==> config.mk <==
export PLATFORM = sky130hd
export DESIGN_NAME = stack_sequencer
export DESIGN_NICKNAME = d
export VERILOG_FILES = /design/src/rtl/stack_sequencer_pkg.sv /design/src/rtl/stack_sequencer.sv
export SDC_FILE = /design/constraint.sdc
export NUM_CORES = 1
export LEC_CHECK = 0
export CAP_MARGIN = 10
export CORE_MARGIN = 2
export CORE_UTILIZATION = 39
export CTS_BUF_LIST = sky130_fd_sc_hd__clkbuf_16
export DETAILED_ROUTE_END_ITERATION = 8
export PLACE_DENSITY_LB_ADDON = 0.08
export SETUP_SLACK_MARGIN = 0.1
export SYNTH_ARGS = -nofsm -noshare
export SYNTH_HDL_FRONTEND = slang
export SYNTH_SLANG_ARGS = --single-unit
==> constraint.sdc <==
create_clock -name clk -period 1.7 [get_ports clk]
set_input_delay 0.255 -clock clk [delete_from_list [all_inputs] [get_ports clk]]
set_output_delay 0.255 -clock clk [all_outputs]
set_load 0.02 [all_outputs]
==> src/rtl/stack_sequencer_pkg.sv <==
// Shared encodings for the operand-stack sequencer: value tags, stack
// interface codes, trap codes and the sequencer state type.
package stack_sequencer_pkg;

  localparam logic [1:0] TAG_I32 = 2'd0;
  localparam logic [1:0] TAG_I64 = 2'd1;
  localparam logic [1:0] TAG_F32 = 2'd2;
  localparam logic [1:0] TAG_F64 = 2'd3;

  localparam logic [1:0] STACK_NONE    = 2'd0;
  localparam logic [1:0] STACK_PUSH    = 2'd1;
  localparam logic [1:0] STACK_POP     = 2'd2;
  localparam logic [1:0] STACK_REPLACE = 2'd3;

  localparam logic [1:0] STATUS_OTHER = 2'd0;
  localparam logic [1:0] STATUS_EMPTY = 2'd1;
  localparam logic [1:0] STATUS_FULL  = 2'd2;

  localparam logic [2:0] TRAP_NONE      = 3'd0;
  localparam logic [2:0] TRAP_UNDERFLOW = 3'd1;
  localparam logic [2:0] TRAP_OVERFLOW  = 3'd2;
  localparam logic [2:0] TRAP_TYPE      = 3'd3;
  localparam logic [2:0] TRAP_ALU       = 3'd4;
  localparam logic [2:0] TRAP_ARITY     = 3'd5;

  typedef enum logic [2:0] {
    S_IDLE,
    S_READ_B,
    S_POP_B,
    S_READ_A,
    S_ALU,
    S_WB,
    S_TRAP
  } seq_state_t;

endpackage

==> src/rtl/stack_sequencer.sv <==
// Operand-stack sequencer for multi-cycle WASM operators: pops up to two typed
// operands, runs the ALU, then pushes or replaces with the tagged result.
module stack_sequencer
  import stack_sequencer_pkg::*;
#(
  parameter int WIDTH       = 64,
  parameter int TAG         = 2,
  parameter int CHECK_TYPES = 1
) (
  input  logic                 clk,
  input  logic                 reset,
  input  logic                 req_valid,
  output logic                 req_ready,
  input  logic [1:0]           req_arity,
  input  logic                 req_push,
  input  logic [TAG-1:0]       req_type,
  output logic                 alu_start,
  output logic [WIDTH-1:0]     a_op,
  output logic [WIDTH-1:0]     b_op,
  input  logic                 alu_done,
  input  logic [WIDTH-1:0]     alu_result,
  input  logic [TAG-1:0]       alu_type,
  input  logic                 alu_trap,
  output logic [1:0]           stack_op,
  output logic [TAG+WIDTH-1:0] stack_data,
  input  logic [TAG+WIDTH-1:0] stack_tos,
  input  logic [1:0]           stack_status,
  output logic                 done,
  output logic [2:0]           trap
);

  seq_state_t     state;
  logic [1:0]     arity_q;
  logic           push_q;
  logic [TAG-1:0] type_q;
  logic [2:0]     tos_check;

  logic [TAG-1:0]   tos_tag;
  logic [WIDTH-1:0] tos_val;

  assign tos_tag = stack_tos[TAG+WIDTH-1:WIDTH];
  assign tos_val = stack_tos[WIDTH-1:0];

  // Shared by READ_B and READ_A: underflow takes priority over a tag mismatch.
  function automatic logic [2:0] operand_check(input logic [1:0]     status,
                                               input logic [TAG-1:0] tag,
                                               input logic [TAG-1:0] want);
    if (status == STATUS_EMPTY) return TRAP_UNDERFLOW;
    if ((CHECK_TYPES != 0) && (tag != want)) return TRAP_TYPE;
    return TRAP_NONE;
  endfunction

  always_comb tos_check = operand_check(stack_status, tos_tag, type_q);

  always_ff @(posedge clk or negedge reset) begin
    if (!reset) begin
      state      <= S_IDLE;
      arity_q    <= 2'd0;
      push_q     <= 1'b0;
      type_q     <= '0;
      req_ready  <= 1'b0;
      alu_start  <= 1'b0;
      a_op       <= '0;
      b_op       <= '0;
      stack_op   <= STACK_NONE;
      stack_data <= '0;
      done       <= 1'b0;
      trap       <= TRAP_NONE;
    end else begin
      alu_start <= 1'b0;
      done      <= 1'b0;
      stack_op  <= STACK_NONE;
      case (state)
        S_IDLE: begin
          if (req_ready && req_valid) begin
            arity_q   <= req_arity;
            push_q    <= req_push;
            type_q    <= req_type;
            req_ready <= 1'b0;
            a_op      <= '0;
            b_op      <= '0;
            case (req_arity)
              2'd2:    state <= S_READ_B;
              2'd3: begin
                trap  <= TRAP_ARITY;
                state <= S_TRAP;
              end
              default: state <= S_READ_A;
            endcase
          end else begin
            req_ready <= 1'b1;
          end
        end
        S_READ_B: begin
          if (tos_check != TRAP_NONE) begin
            trap  <= tos_check;
            state <= S_TRAP;
          end else begin
            b_op     <= tos_val;
            stack_op <= STACK_POP;
            state    <= S_POP_B;
          end
        end
        // The stack needs a cycle after the POP before TOS shows operand a.
        S_POP_B: state <= S_READ_A;
        S_READ_A: begin
          if (arity_q != 2'd0) begin
            if (tos_check != TRAP_NONE) begin
              trap  <= tos_check;
              state <= S_TRAP;
            end else begin
              a_op      <= tos_val;
              alu_start <= 1'b1;
              state     <= S_ALU;
              if (!push_q) stack_op <= STACK_POP;
            end
          end else if (push_q && (stack_status == STATUS_FULL)) begin
            trap  <= TRAP_OVERFLOW;
            state <= S_TRAP;
          end else begin
            alu_start <= 1'b1;
            state     <= S_ALU;
          end
        end
        S_ALU: begin
          if (alu_done && !alu_start) begin
            if (alu_trap) begin
              trap  <= TRAP_ALU;
              state <= S_TRAP;
            end else begin
              stack_data <= {alu_type, alu_result};
              if (push_q) stack_op <= (arity_q == 2'd0) ? STACK_PUSH : STACK_REPLACE;
              done  <= 1'b1;
              state <= S_WB;
            end
          end
        end
        S_WB: begin
          req_ready <= 1'b1;
          state     <= S_IDLE;
        end
        S_TRAP:  state <= S_TRAP;
        default: state <= S_IDLE;
      endcase
    end
  end

endmodule

# Word-level counts from Yosys, hierarchy flattened
# Cells that the tools add are included.
[classes] mux=47 n_shift=0 addsub=0 multipliers=0 n_bitwise=1 n_reduce_logical=18 div_mod_pow=0 n_eq_ne=19 n_lt_le_gt_ge=0
[op_table] cell="$pmux 64 s2" n=2
[op_table] cell="$mux 64" n=3
[op_table] cell="$mux 3" n=15
[op_table] cell="$mux 2" n=11
[op_table] cell="$pmux 3 s6" n=1
[op_table] cell="$ne 2x2->1 const B" n=6
[op_table] cell="$pmux 3 s4" n=1
[op_table] cell="$mux 1" n=11
[op_table] cell="$eq 3x3->1 const B" n=3
[op_table] cell="$reduce_bool 2->1" n=4
[op_table] cell="$eq 2x2->1 const B" n=3
[op_table] cell="$eq 3x2->1 const B" n=2
[op_table] cell="$pmux 2 s3" n=1
[op_table] cell="$pmux 3 s2" n=1
[op_table] cell="$reduce_and 3->1" n=2
[op_table] cell="$reduce_and 6->1" n=1
[op_table] cell="$reduce_and 2->1" n=2
[op_table] cell="$reduce_and 4->1" n=1
[op_table] cell="$reduce_bool 4->1" n=1
[op_table] cell="$eq 3x1->1 const B" n=1
[op_table] cell="$logic_and 1x1->1" n=3
[op_table] cell="$logic_not 3->1" n=1
[op_table] cell="$ne 3x3->1 const B" n=1
[op_table] cell="$reduce_bool 3->1" n=1
[op_table] cell="other kinds (7)" n=7
[totals] latch_bits=0 output_inout_bits=202 mem_bits_rw=0 inputBits=144 reg_bits=210 wordCells=97 memories=0 mem_bits_ro=0

# Longest topological paths before layout
# Gate-level depths: netlist of the first run.
[depth] ltp_word=9 depth_mapped=9 depth_no_buf=5

# Least setup slack after synthesis of the first run
# OpenSTA, ideal clock, no wires.
[synth_path] path_kind="register -> register" start="register req_ready" end="register a_op[42]" setup_time_ns=0.133 path_slack_ns=-0.046 path_stages_with_launch=9 synth_period_minus_slack_ns=1.746 required_ns=1.567 arrival_time_ns=1.613 path_buffers=3 cell_sequence="dfrtp_1 -> nand2_1 -> nor4_4 -> o22ai_2 -> buf_6 -> buf_6 -> buf_6 -> nand2_1 -> o21ai_0"
[synth_via] elab_chain_cells=3
[synth_rtl] element="start: declaration" line="stack_sequencer.sv:13" source="output logic req_ready,"
[synth_rtl] element="start signal: assignment" line="stack_sequencer.sv:61" source="req_ready <= 1'b0;"
[synth_rtl] element="start signal: assignment" line="stack_sequencer.sv:79" source="req_ready <= 1'b0;"
[synth_rtl] element="start signal: assignment" line="stack_sequencer.sv:91" source="req_ready <= 1'b1;"
[synth_rtl] element="$logic_and 1x1->1" line="stack_sequencer.sv:75" source="if (req_ready && req_valid) begin"
[synth_rtl] element="$ne 2x2->1 (no source line)"
[synth_rtl] element="$reduce_and 4->1 (no source line)"
[synth_rtl] element="end signal: assignment" line="stack_sequencer.sv:112" source="a_op <= tos_val;"
[synth_rtl] element="end: declaration" line="stack_sequencer.sv:18" source="output logic [WIDTH-1:0] a_op,"
# Every way passes these cells.
# A chain may end at the register's enable or synchronous reset.

# Worst setup path in the final report of the first run
[layout_path] start="register state[0]" end="register a_op[52]"
[layout_via] elab_chain_cells=3 elab_cells_between_ends=8 classes_between="eq/ne: 4; mux: 1; reduce/logical: 3"
[layout_rtl] element="start: declaration" line="stack_sequencer.sv:32" source="seq_state_t state;"
[layout_rtl] element="start signal: assignment" line="stack_sequencer.sv:57" source="state <= S_IDLE;"
[layout_rtl] element="start signal: assignment" line="stack_sequencer.sv:83" source="2'd2: state <= S_READ_B;"
[layout_rtl] element="start signal: assignment" line="stack_sequencer.sv:86" source="state <= S_TRAP;"
[layout_rtl] element="$eq 3x2->1 or $logic_not 3->1 (tied branches)" line="stack_sequencer.sv:73" source="case (state)"
[layout_rtl] element="$ne 2x2->1 (no source line) or $reduce_bool 2->1 (tied branches)"
[layout_rtl] element="$reduce_and 4->1 (no source line)"
# Parallel ways exist; a longest one is shown, timed or not.

==> results.cfg, run 1 <==
[critical_path]
crit_type = flop to flop
crit_start = state[0]
r2r_end = a_op[52]
r2r_setup_slack_ns = -0.13
cp-end-kind = flop
rr_worst_depth = 7
setup.worst_path.end = a_op[52]
cpPeakStageDelay_ns = 0.44
crit_arrival_ns = 2.26
worstPathRequired_ns = 2.12
cp_max_fo = 8
worstPathCellList = buf_6, nor4_4, buf_4, o22ai_4, buf_12, buf_16, o21ai_1
reg2reg_from = state[0]
crit_buf_inv = 4
path_delay_family = buffers and inverters
crit_path_start_kind = flop
worst-path-stages = 7
cp_slowest_cell = dfrtp_2

[synthesis]
syn_nets = 1070
yosysWarnings = 0
netlist_instances = 926
synth_edf_count = 0
yosysMostFrequentCell = nand2_1
syn_avg_cell_area_um2 = 9.092
ys_seq_area_frac = 0.6242
synth_top_cell_by_area = dfrtp_1
synth_flop_cell = dfrtp_1
netlist_area_mm2 = 0.008419
synth_top_area_frac = 0.6242
async_flop_share = 1.000
yosysUniqueCellTypes = 40
synth_common_cells = nand2_1 (459), dfrtp_1 (210), o21ai_0 (121)
synthTopCellsByArea = dfrtp_1 (62%), nand2_1 (20%), o21ai_0 (7.2%)
synth_seq_cells = 210

[drt]
dr.first_iter.drc_count = 319
wirelength_um = 29050
via_per_inst = 4.862
drcViolationCount = 0
drtPass1Iterations = 4
wl_per_cell_um = 17.91
antenna_left = 0
num_vias = 7886

[global_route]
grt_max_degree = 66
grt_use_total = 0.2363
grt_pass1_vias = 7830
grt_first_pass_wirelength_um = 42240
overflow = 0
antenna_found_initial = 3

[die]
die_x_um = 150.9
die_h_um = 150.9
core_area_mm2 = 0.02109
row_count = 53
start_util = 0.3993
die_area_mm2 = 0.02278
io_pins = 346

[sta]
fmax_ghz = 0.5452
setup_violations = 157
fin_crit_sh = 1.079
tns_ns = -4.931
period_needed_ns = 1.834
worst_slack_ns = -0.1342
rsz0062_at_grt = yes
relSlewSlack = 0.6768
finClkSkew_ns = 0.009123
hold_violations = 0
tightest_slew_ns = 0.4848
maxSlewViolCount = 0

[finish]
num-fill-cells = 1727
nets = 1472
fin_util = 0.6889
area_growth_pct = 72.55
drive_gt1_frac = 0.2112

[outcome]
status = complete, but fails checks
violations = setup timing

[clock_tree]
cts.sinks = 210
numCtsBuffers = 23
cts_max_level = 1
root_buffer = clkbuf_16
clk_path_buf_depth = 3
cts_tree = built
clk_pin_slew_ns = 0.07
worst_skew_pair.late_latency_ns = 0.51

[hold_path]
hold_path_class = input port to async pin

[power]
powerDensity_mw_per_mm2 = 1591
p_leak_nw = 7.329
peakVddDrop_uv = 1018

[place]
dp_hpwl_um = 17860
place_congestion = 0.8829
place_ws_ns = -0.3688
io_buffers = 345

[run]
cap_viol_max_count = 0
## state kept, by name, summed over array words and instances, names as in the netlist, 2 cells and up
register and cells:
arity_q 2, a_op 64, trap 3, type_q 2
state 3, stack_op 2, stack_data 66, b_op 64
## worst min path at each step
| stage | start | to | cells past startpoint |
|---|---|---|---|
| after floorplan | reset | a_op[0] | 0 |
| after global routing | reset | b_op[52] | 2 |
| after CTS | reset | b_op[52] | 2 |
| final | reset | b_op[52] | 2 |
| after detailed placement | reset | a_op[49] | 1 |
| after global placement | reset | a_op[49] | 1 |
## layout by cell type, fill, tap and decap left out, types with 5 or more instances in the layout
master	instances
dlygate4sd2_1	200
o21ai_1	87
buf_12	21
clkbuf_16	35
nand2_1	358
buf_16	9
nor2_1	8
nand2_4	35
clkinv_1	7
buf_4	34
nand2_2	66
clkdlybuf4s50_1	142
bufinv_16	5
dfrtp_1	207
buf_6	14
clkinv_2	5
o21ai_2	31
o21ai_0	16
## power by group
group	switching [mW]	total, mW	leakage [nW]	internal, mW
clock	2.06	5.28	0.394	3.22
sequential	1.00	7.66	2.80	6.66
combinational	5.86	10.2	4.14	4.31
## cell type report
| class | count | area, µm² | share of cell area |
|---|---|---|---|
| antenna | 2 | 5.005 | 0.0003445 |
| clock buffer | 23 | 575.6 | 0.03962 |
| clock inverter | 19 | 214.0 | 0.01473 |
| inverter | 4 | 27.53 | 0.001895 |
| multi-input combinational | 651 | 3462 | 0.2383 |
| sequential | 210 | 5259 | 0.3620 |
| tap | 275 | 344.1 | 0.02368 |
| timing repair buffer | 438 | 4641 | 0.3194 |
## cell families after synthesis
kind of cell | share of synthesized area
AOI/OAI and AO/OA | 0.09779
xor gates and xnor gates | 0.002081
buffers and inverters | 0.04146
DFF | 0.6242
muxes | 0.005350
and+or+nand+nor | 0.2292
## repair_timing
action,4_1_cts,5_1_grt
hold endpoints to repair,210,0
setup buffers,15,8
hold buffers,1,0
gates resized for setup,330,174
cloned,10,14
pin swaps,23,80
endpoints found under the setup margin,402,204
## per-stage QoR
stage	area (µm²)	power (mW)	std cells	hold WS, ns
final	14530	23.12	1622	0.1942
after global routing	14530	24.43	1622	0.2047
after CTS	13650	22.30	1598	0.1843
after detailed placement	12450	17.08	1531	0.1642
after global placement	12450	16.97	1531	0.1613
after floorplan	8452	12.15	926	-0.04059
## layer usage
layer,up-vias,GRT usage,part of all wire
met5,-,0,0.00045
met4,2,0.06776,0.023
met3,42,0.06747,0.085
met2,288,0.3905,0.49
met1,3768,0.3048,0.40
li1,3786,-,-
No activity file was read; power rests on OpenSTA's default activity.
==> inputs of run 2 (changes only) <==
- CORE_ASPECT_RATIO: unset -> 0.7
- SLEW_MARGIN: unset -> 20
==> run 2 against run 1 <==
Against the previous run: the run still ends with setup timing left; hold slack improved by 0.066 ns; critical path type unchanged; via count rose by 3.6%; design area rose by 2.7%; global-route usage rose by 0.052 points; fmax rose by 6.1%; register-to-register slack improved by 0.10 ns; setup slack improved by 0.10 ns; wire length rose by 7.4%; die area barely moved.
==> results.cfg, run 2 (same netlist as run 1, synthesis figures left out) <==
[outcome]
status = complete, but fails checks
violations = setup timing

[power]
powerDensity_mw_per_mm2 = 1576
peakVddDrop_uv = 855.1
p_leak_nw = 7.488
power_mw = 23.52

[die]
io_pins = 346
die_h_um = 126.9
die_area_mm2 = 0.02280
die_x_um = 179.6
start_util = 0.4014
row_count = 44
core_area_mm2 = 0.02098

[finish]
largest_reg_flops = 66
nets = 1475
regMostFlops = stack_data
finalNonFillerCells = 1621
reg.largest.list = stack_data x66, a_op x64, b_op x64
n_antenna_cell = 0
fin_util = 0.7116
final_common_cell = nand2_1
final_cell_mix = nand2_1 (334), dfrtp_1 (206), dlygate4sd2_1 (201), clkdlybuf4s50_1 (142), nand2_2 (67)
drive_gt1_frac = 0.2565
finish.instance_area_mm2 = 0.01493
area_growth_pct = 77.29

[global_route]
antenna_found_initial = 0
overflow = 0
grt_max_degree = 51
grt_use_total = 0.2369
grt_first_pass_wirelength_um = 43060
grt_pass1_vias = 7645

[place]
dpl.cell_count = 1533
io_buffers = 345
placed_cell_area_mm2 = 0.01247
dp_hpwl_um = 18190
place_congestion = 0.8079

[clock_tree]
cts_max_level = 1
cts_tree = built
clk_path_buf_depth = 3
cts.sinks = 210
clk_pin_slew_ns = 0.06
root_buffer = clkbuf_16
numCtsBuffers = 22
worst_skew_pair.late_latency_ns = 0.51

[sta]
fmax_ghz = 0.5782
finClkSkew_ns = 0.01272
rsz0062_at_grt = yes
relSlewSlack = 0.7353
setup_violations = 4
period_needed_ns = 1.729
hold_violations = 0
tightest_slew_ns = 0.3970
maxSlewViolCount = 0
worst_slack_ns = -0.02942
fin_crit_sh = 1.017

[drt]
via_per_inst = 5.041
wirelength_um = 31200
drcViolationCount = 0
antenna_left = 0
drtPass1Iterations = 5
wl_per_cell_um = 19.24
dr.first_iter.drc_count = 479
num_vias = 8172

[critical_path]
worstPathRequired_ns = 2.09
crit_arrival_ns = 2.11
crit_type = flop to flop
cp_max_fo = 21
cp-end-kind = flop
crit_path_start_kind = flop
rr_worst_depth = 9
r2r_setup_slack_ns = -0.03

[hold_path]
hold_path_class = input port to async pin

[run]
cap_viol_max_count = 0
-- run 2: cell count changes in the layout (fill, tap and decap cells not counted), sizes merged, moves of 2 or more --
cell and change:
inv +4, buf -2, clkbuf +7, clkinvlp +2
diode -2, clkinv -7, bufinv -3
-- run 2: metal layers --
layer | wire length (µm) | global-route usage
met5 | 0 | 0
met4 | 916 | 0.05787
met3 | 2331 | 0.06087
met1 | 13640 | 0.3315
met2 | 14310 | 0.3712
-- run 2: timing repair --
item,4_1_cts,5_1_grt
hold buffers,1,0
setup endpoints to repair,398,199
pin swaps,8,130
endpoints found under the hold margin,32,0
resized for setup,253,346
buffers inserted,10,8
cloned,8,24
-- run 2: per-stage QoR --
step | hold WS (ns) | setup slack, ns | setup TNS (ns)
3_3_place_gp | 0.2167 | -0.2370 | -33.15
4_1_cts | 0.2612 | 0.03594 | 0
2_1_floorplan | -0.04059 | -0.001907 | -0.02233
5_1_grt | 0.2782 | -0.08710 | -3.206
3_5_place_dp | 0.2184 | -0.2896 | -38.44
6_report | 0.2597 | -0.02942 | -0.05536
-- run 2: critical path, stage by stage, from the launching register on --
cell and delay (ns):
dfrtp_1 0.38, buf_6 0.13, nor4_4 0.24, buf_4 0.18, buf_12 0.11, a21oi_4 0.04, buf_12 0.17, clkbuf_16 0.19
nand2_1 0.09, o21ai_0 0.07
-- run 2: final cells by class --
cell class	instances	area, µm²
Clock buffer	23	575.6
Clock inverter	15	120.1
Fill cell	1605	6048
Inverter	4	22.52
Multi-Input combinational cell	651	3794
Sequential cell	210	5260
Tap cell	276	345.3
Timing Repair Buffer	442	4810
-- run 2: worst paths after layout --
path | startpoint | to
worst max-delay path | state[2] | b_op[4]
worst min-delay path | reset | a_op[37]
worst max register to register | state[2] | b_op[4]
worst min register to register | stack_data[64] | stack_data[64]
max in group asynchronous | reset | req_ready
min in group clk | alu_result[28] | stack_data[28]
-- run 2: power by group --
group / switching [mW] / internal (mW)
Clock: 2.02 / 2.74
Sequential: 1.10 / 6.66
Combinational: 6.29 / 4.71
